==> config.mk <==
export PLATFORM = sky130hd
export DESIGN_NAME = generation_scheduler
export DESIGN_NICKNAME = d
export VERILOG_FILES = /design/src/rtl/generation_scheduler.sv
export SDC_FILE = /design/constraint.sdc
export NUM_CORES = 1
export LEC_CHECK = 0
export BUFFER_PORTS_ARGS = -buffer_cell sky130_fd_sc_hd__clkbuf_2
export CAP_MARGIN = 20
export CELL_PAD_IN_SITES_DETAIL_PLACEMENT = 1
export CELL_PAD_IN_SITES_GLOBAL_PLACEMENT = 1
export CORE_ASPECT_RATIO = 0.75
export CORE_MARGIN = 2
export CORE_UTILIZATION = 44
export DETAILED_ROUTE_END_ITERATION = 8
export PLACE_DENSITY_LB_ADDON = 0.1
export SETUP_SLACK_MARGIN = 0.3
export SYNTH_ARGS = -nofsm -noshare
export SYNTH_HDL_FRONTEND = slang
export SYNTH_SLANG_ARGS = --single-unit
export TNS_END_PERCENT = 10
==> constraint.sdc <==
create_clock -name clk -period 2.9 [get_ports clk]
set_clock_uncertainty 0.2 [all_clocks]
set_input_delay 0.145 -clock clk [delete_from_list [all_inputs] [get_ports clk]]
set_output_delay 0.145 -clock clk [all_outputs]
set_load 0.05 [all_outputs]
==> src/rtl/generation_scheduler.sv <==
`default_nettype none
// ============================================================================
// Module   : generation_scheduler
// Function : Sequences InitPop, Selection and mutation passes for MAX_GEN
//            generations, reporting each completed count over the UART.
// Revision : 1.0 - initial release
// ============================================================================
module generation_scheduler #(
    parameter int MAX_GEN = 16,
    parameter int TIMEOUT = 1000000
) (
    input  logic        clk,
    input  logic        rst_n,
    input  logic        start,
    input  logic        abort,
    input  logic        init_done,
    input  logic        sel_done,
    input  logic        mut_done,
    input  logic        uart_busy,
    output logic        init_start,
    output logic        sel_start,
    output logic        mut_start,
    output logic        uart_transmit,
    output logic [7:0]  uart_byte,
    output logic [15:0] gen_count,
    output logic [2:0]  state_out,
    output logic        busy,
    output logic        error
);

    localparam int                c_WD_W     = (TIMEOUT > 1) ? $clog2(TIMEOUT) : 1;
    localparam logic [c_WD_W-1:0] c_WD_LAST  = c_WD_W'(TIMEOUT - 1);
    localparam logic [15:0]       c_GEN_LAST = 16'(MAX_GEN);
    localparam logic [15:0]       c_GEN_SAT  = 16'hFFFF;

    typedef enum logic [2:0] {
        S_IDLE   = 3'd0,
        S_INIT   = 3'd1,
        S_SEL    = 3'd2,
        S_MUT    = 3'd3,
        S_REPORT = 3'd4,
        S_DONE   = 3'd5,
        S_ERROR  = 3'd6
    } state_t;

    state_t              r_state;
    logic                r_init_start;
    logic                r_sel_start;
    logic                r_mut_start;
    logic                r_uart_tx;
    logic [7:0]          r_uart_byte;
    logic [15:0]         r_gen;
    logic                r_error;
    logic [c_WD_W-1:0]   r_wd;

    logic                w_wd_expired;

    assign w_wd_expired = (r_wd == c_WD_LAST);

    // A strobe register being high marks the entry cycle of its state; the
    // matching done input is not yet meaningful then.
    always_ff @(posedge clk or negedge rst_n) begin
        if (!rst_n) begin
            r_state      <= S_IDLE;
            r_init_start <= 1'b0;
            r_sel_start  <= 1'b0;
            r_mut_start  <= 1'b0;
            r_uart_tx    <= 1'b0;
            r_uart_byte  <= 8'd0;
            r_gen        <= 16'd0;
            r_error      <= 1'b0;
            r_wd         <= '0;
        end else begin
            r_init_start <= 1'b0;
            r_sel_start  <= 1'b0;
            r_mut_start  <= 1'b0;
            r_uart_tx    <= 1'b0;
            if (abort) begin
                r_state <= S_IDLE;
                r_wd    <= '0;
            end else begin
                case (r_state)
                    S_IDLE, S_DONE, S_ERROR: begin
                        if (start) begin
                            r_state      <= S_INIT;
                            r_init_start <= 1'b1;
                            r_gen        <= 16'd0;
                            r_error      <= 1'b0;
                            r_wd         <= '0;
                        end
                    end
                    S_INIT: begin
                        if (init_done && !r_init_start) begin
                            r_state     <= S_SEL;
                            r_sel_start <= 1'b1;
                            r_wd        <= '0;
                        end else if (w_wd_expired) begin
                            r_state <= S_ERROR;
                            r_error <= 1'b1;
                            r_wd    <= '0;
                        end else begin
                            r_wd <= r_wd + 1'b1;
                        end
                    end
                    S_SEL: begin
                        if (sel_done && !r_sel_start) begin
                            r_state     <= S_MUT;
                            r_mut_start <= 1'b1;
                            r_wd        <= '0;
                        end else if (w_wd_expired) begin
                            r_state <= S_ERROR;
                            r_error <= 1'b1;
                            r_wd    <= '0;
                        end else begin
                            r_wd <= r_wd + 1'b1;
                        end
                    end
                    S_MUT: begin
                        if (mut_done && !r_mut_start) begin
                            r_state <= S_REPORT;
                            r_wd    <= '0;
                            if (r_gen != c_GEN_SAT) begin
                                r_gen <= r_gen + 16'd1;
                            end
                        end else if (w_wd_expired) begin
                            r_state <= S_ERROR;
                            r_error <= 1'b1;
                            r_wd    <= '0;
                        end else begin
                            r_wd <= r_wd + 1'b1;
                        end
                    end
                    S_REPORT: begin
                        // No watchdog here: the UART may stall indefinitely.
                        if (r_uart_tx) begin
                            r_wd <= '0;
                            if (r_gen == c_GEN_LAST) begin
                                r_state <= S_DONE;
                            end else begin
                                r_state     <= S_SEL;
                                r_sel_start <= 1'b1;
                            end
                        end else if (!uart_busy) begin
                            r_uart_tx   <= 1'b1;
                            r_uart_byte <= r_gen[7:0];
                        end
                    end
                    default: begin
                        r_state <= S_IDLE;
                        r_wd    <= '0;
                    end
                endcase
            end
        end
    end

    assign init_start    = r_init_start;
    assign sel_start     = r_sel_start;
    assign mut_start     = r_mut_start;
    assign uart_transmit = r_uart_tx;
    assign uart_byte     = r_uart_byte;
    assign gen_count     = r_gen;
    assign state_out     = r_state;
    assign error         = r_error;
    assign busy          = (r_state == S_INIT) || (r_state == S_SEL) ||
                           (r_state == S_MUT)  || (r_state == S_REPORT);

endmodule
`default_nettype wire

==> results.md <==
* Initial antenna violation count at 0
* Detailed placement HPWL at 6600 um
* Final cell count without fillers at 484
* Drt pass-1 iters at 5
* Slowest CP cell: dfrtp_1
* Diodes inserted at 0
* Buf/Inv on CP at 1
* Worst Setup Path Type: reg2reg
* Layout area overhead at 12.4%
* Cells after DPL at 474
* Die Wd at 102 um
* Post-Syn Nets at 358
* Max H-tree Level at 2
* Reg-to-reg slack, setup at approximately 0.4 ns
* Crit. End Element: flop
* Setup crit start kind: flop
* DR DRC count at 0
* CP Cell Sequence: and4bb_2 > a22oi_4 > inv_4 > o211ai_4 > or4_1 > a21oi_1
* Crit path to: gen_count[5]$_DFFE_PN0P_
* Sink Count at 52
* Final Power at 1.48 mW
* FILL cells at ~830
* CTS buffer count at 5
* Clk root buf: clkbuf_8
* Async S/R FF share, synth at 1.00
* Routed len/inst at 18.2 um
* FF/Latch Area at roughly 1300 um2
* I/O Buffers at 40
* P_int at 1.02 mW
* Wire length of the first global-routing pass at 14700 um
* Rows at 26
* Die area at 7920 um2
* Vias at 2867
* Clock Latency Late Sink at around 0.30 ns
* RSZ-0062 raised after global routing: yes
* Worst path top cell family by delay: simple AND/OR/NAND/NOR gates
* Initial Util at 0.461
* Worst Reg2Reg Path Length in Cells at 6
* Number of global-route vias before repair at around 2800
* Worst r2r src: state_out[1]$_DFFE_PN0P_
* Least-Margin Pin Slew at 0.822 ns
* Layout cells sized above 1 at 0.199
* GRT Overall Usage at 0.234
* Worst Setup SP: state_out[1]$_DFFE_PN0P_
* Gate power share at 0.182
* HP Class: in2reg
* Peak Freq at 401 MHz
* Worst-path clk slew at 0.10 ns
* Outcome: finished clean
* Crit path depth at 6
* Pwr dens at roughly 410 nW/um2
* Slowest stage delay, CP at 0.57 ns
* Final Slew Violations at 0
* Post-synth EDFFs at 0
* Die height at 77.6 um
* Vias/cell at 5.92
* Most frequent cells in the layout: 51 x dfrtp_1, 43 x nand2_1, 40 x clkbuf_2
* Post-Syn Area at 3180 um2
* Nets at 396
* Total negative slack at 0 ns
* Seq pwr share at 0.521
* Largest net degree at the start of global routing at 32
* Multi-input logic area at ~1700 um2
* CP max FO at 17
* Post-Route Utilization at 0.518
* Switch share at 0.314
* Post-synthesis sequential area ratio at 0.410
* Clk pwr share at 0.297
* First DRT Iteration DRCs at 146
* Final wirelength at 8830 um
* Placer Congestion at 0.826
* I/O pin cnt at 41
* Max-Cap Viols at 0
* Worst R2R End: gen_count[5]$_DFFE_PN0P_
* Sw Pwr at around 0.47 mW
* YS warnings at 0
* GRT overflow at 0
* VDD IR max at roughly 0.00026 V
* CTS tree: yes
* Lkg Pwr at 1.55 nW
* Flops & latches, synth at 52
* Final setup violation count at 0
* Synth Flop Type: dfrtp_1
* Post-Place Setup Slack at 0.351 ns
* Longest Clk Path Bufs at 2
* Final Hold Viols at 0
* Cells after synthesis at 347
* Fin crit period at 2.49 ns
* Slew HR at 0.452
* Worst setup margin at ~0.41 ns
* WP data required at 2.93 ns
* WP data arrival at approximately 2.5 ns
* Fin crit share at 0.860
* Final ANT Viol Nets at 0
* Synth Area per Inst at 9.16 um2
* Yosys cell types at 59
* Commonest non-fill, non-tap cell in the layout: dfrtp_1
* Core ar. at 6900 um2
==> metrics by stage <==
step | cell area [um2] | hold slack, ns
after floorplan | 3180 | -0.351
after global placement | 3450 | 0.0900
after detailed placement | 3450 | 0.0888
after CTS | 3570 | 0.0283
after global routing | 3570 | 0.0619
final | 3570 | 0.0433
==> cell type report <==
class,count,share of cell area
Tap cell,98,0.0343
Inverter,11,0.0123
Timing Repair Buffer,52,0.0827
Clock buffer,6,0.0231
Clock inverter,2,0.00385
Multi-Input combinational cell,263,0.479
Sequential cell,52,0.365
==> flip-flops by register name, summed over array words and instances, names as in the netlist, 3 cells and up <==
register / flops
r_wd: 20
gen_count: 16
uart_byte: 8
state_out: 3
==> layer usage <==
metal	vias up	global-route usage	wire, um
li1	1375	-	-
met1	1425	0.385	4820
met2	65	0.330	3590
met3	2	0.0324	393
met4	0	0.0293	19
met5	-	0	0
==> cells in the mapped netlist, drive strengths merged (3+ instances only) <==
master / number / area share
a211oi: 7 / 0.017
a21oi: 26 / 0.041
a22oi: 3 / 0.011
a31oi: 8 / 0.016
and2: 4 / 0.0083
and3: 7 / 0.014
and4: 4 / 0.011
buf: 16 / 0.033
clkbuf: 5 / 0.0059
dfrtp: 52 / 0.41
ha: 3 / 0.012
inv: 11 / 0.014
mux2i: 4 / 0.013
nand2: 43 / 0.051
nand2b: 4 / 0.0079
nand3: 16 / 0.025
nand3b: 3 / 0.0071
nand4: 18 / 0.035
nand4b: 4 / 0.013
nor2: 18 / 0.021
nor2b: 5 / 0.0098
nor3: 4 / 0.0079
nor4: 4 / 0.013
nor4b: 4 / 0.011
o21ai: 12 / 0.019
o22ai: 5 / 0.0098
o31ai: 9 / 0.021
or3: 6 / 0.012
or3b: 3 / 0.0083
or4: 9 / 0.021
xnor2: 7 / 0.022
xor2: 3 / 0.0083
==> tightest hold or removal path, cell delays in order <==
cell and delay [ns]:
clkbuf_2 0.09, nor2b_1 0.14, nand2_1 0.06, a21oi_1 0.06
==> kinds of logic after synthesis <==
| group | Yosys count | share of synthesized area |
|---|---|---|
| AO/OA/AOI/OAI | 81 | 0.180 |
| XOR/XNOR | 10 | 0.0299 |
| adder cells (fa/ha/maj) | 3 | 0.0118 |
| buffers and inverters | 32 | 0.0532 |
| flip-flops | 52 | 0.410 |
| multiplexers | 6 | 0.0197 |
| AND/OR/NAND/NOR | 163 | 0.296 |
==> timing repair <==
item	CTS	global route
setup buffers	0	0
hold endpoints to repair	30	0
gates resized for setup	1	1
endpoints found under the setup margin	1	19
hold buffers	2	0
==> power groups by stage <==
stage	clock network [mW]	registers, mW	logic (mW)
2_1_floorplan	0	0.797	0.176
3_3_place_gp	0	0.783	0.262
3_5_place_dp	0	0.785	0.267
4_1_cts	0.465	0.772	0.270
5_1_grt	0.479	0.776	0.294
6_report	0.440	0.772	0.270
==> worst min path at each step <==
stage	start	end	cells after the start
6_report	init_done	sel_start$_DFF_PN0_	4
5_1_grt	abort	sel_start$_DFF_PN0_	2
4_1_cts	init_done	sel_start$_DFF_PN0_	4
3_5_place_dp	rst_n	uart_byte[6]$_DFFE_PN0P_	1
3_3_place_gp	rst_n	uart_byte[6]$_DFFE_PN0P_	1
2_1_floorplan	rst_n	error$_DFFE_PN0P_	0
No activity file was read; power rests on OpenSTA's default activity.
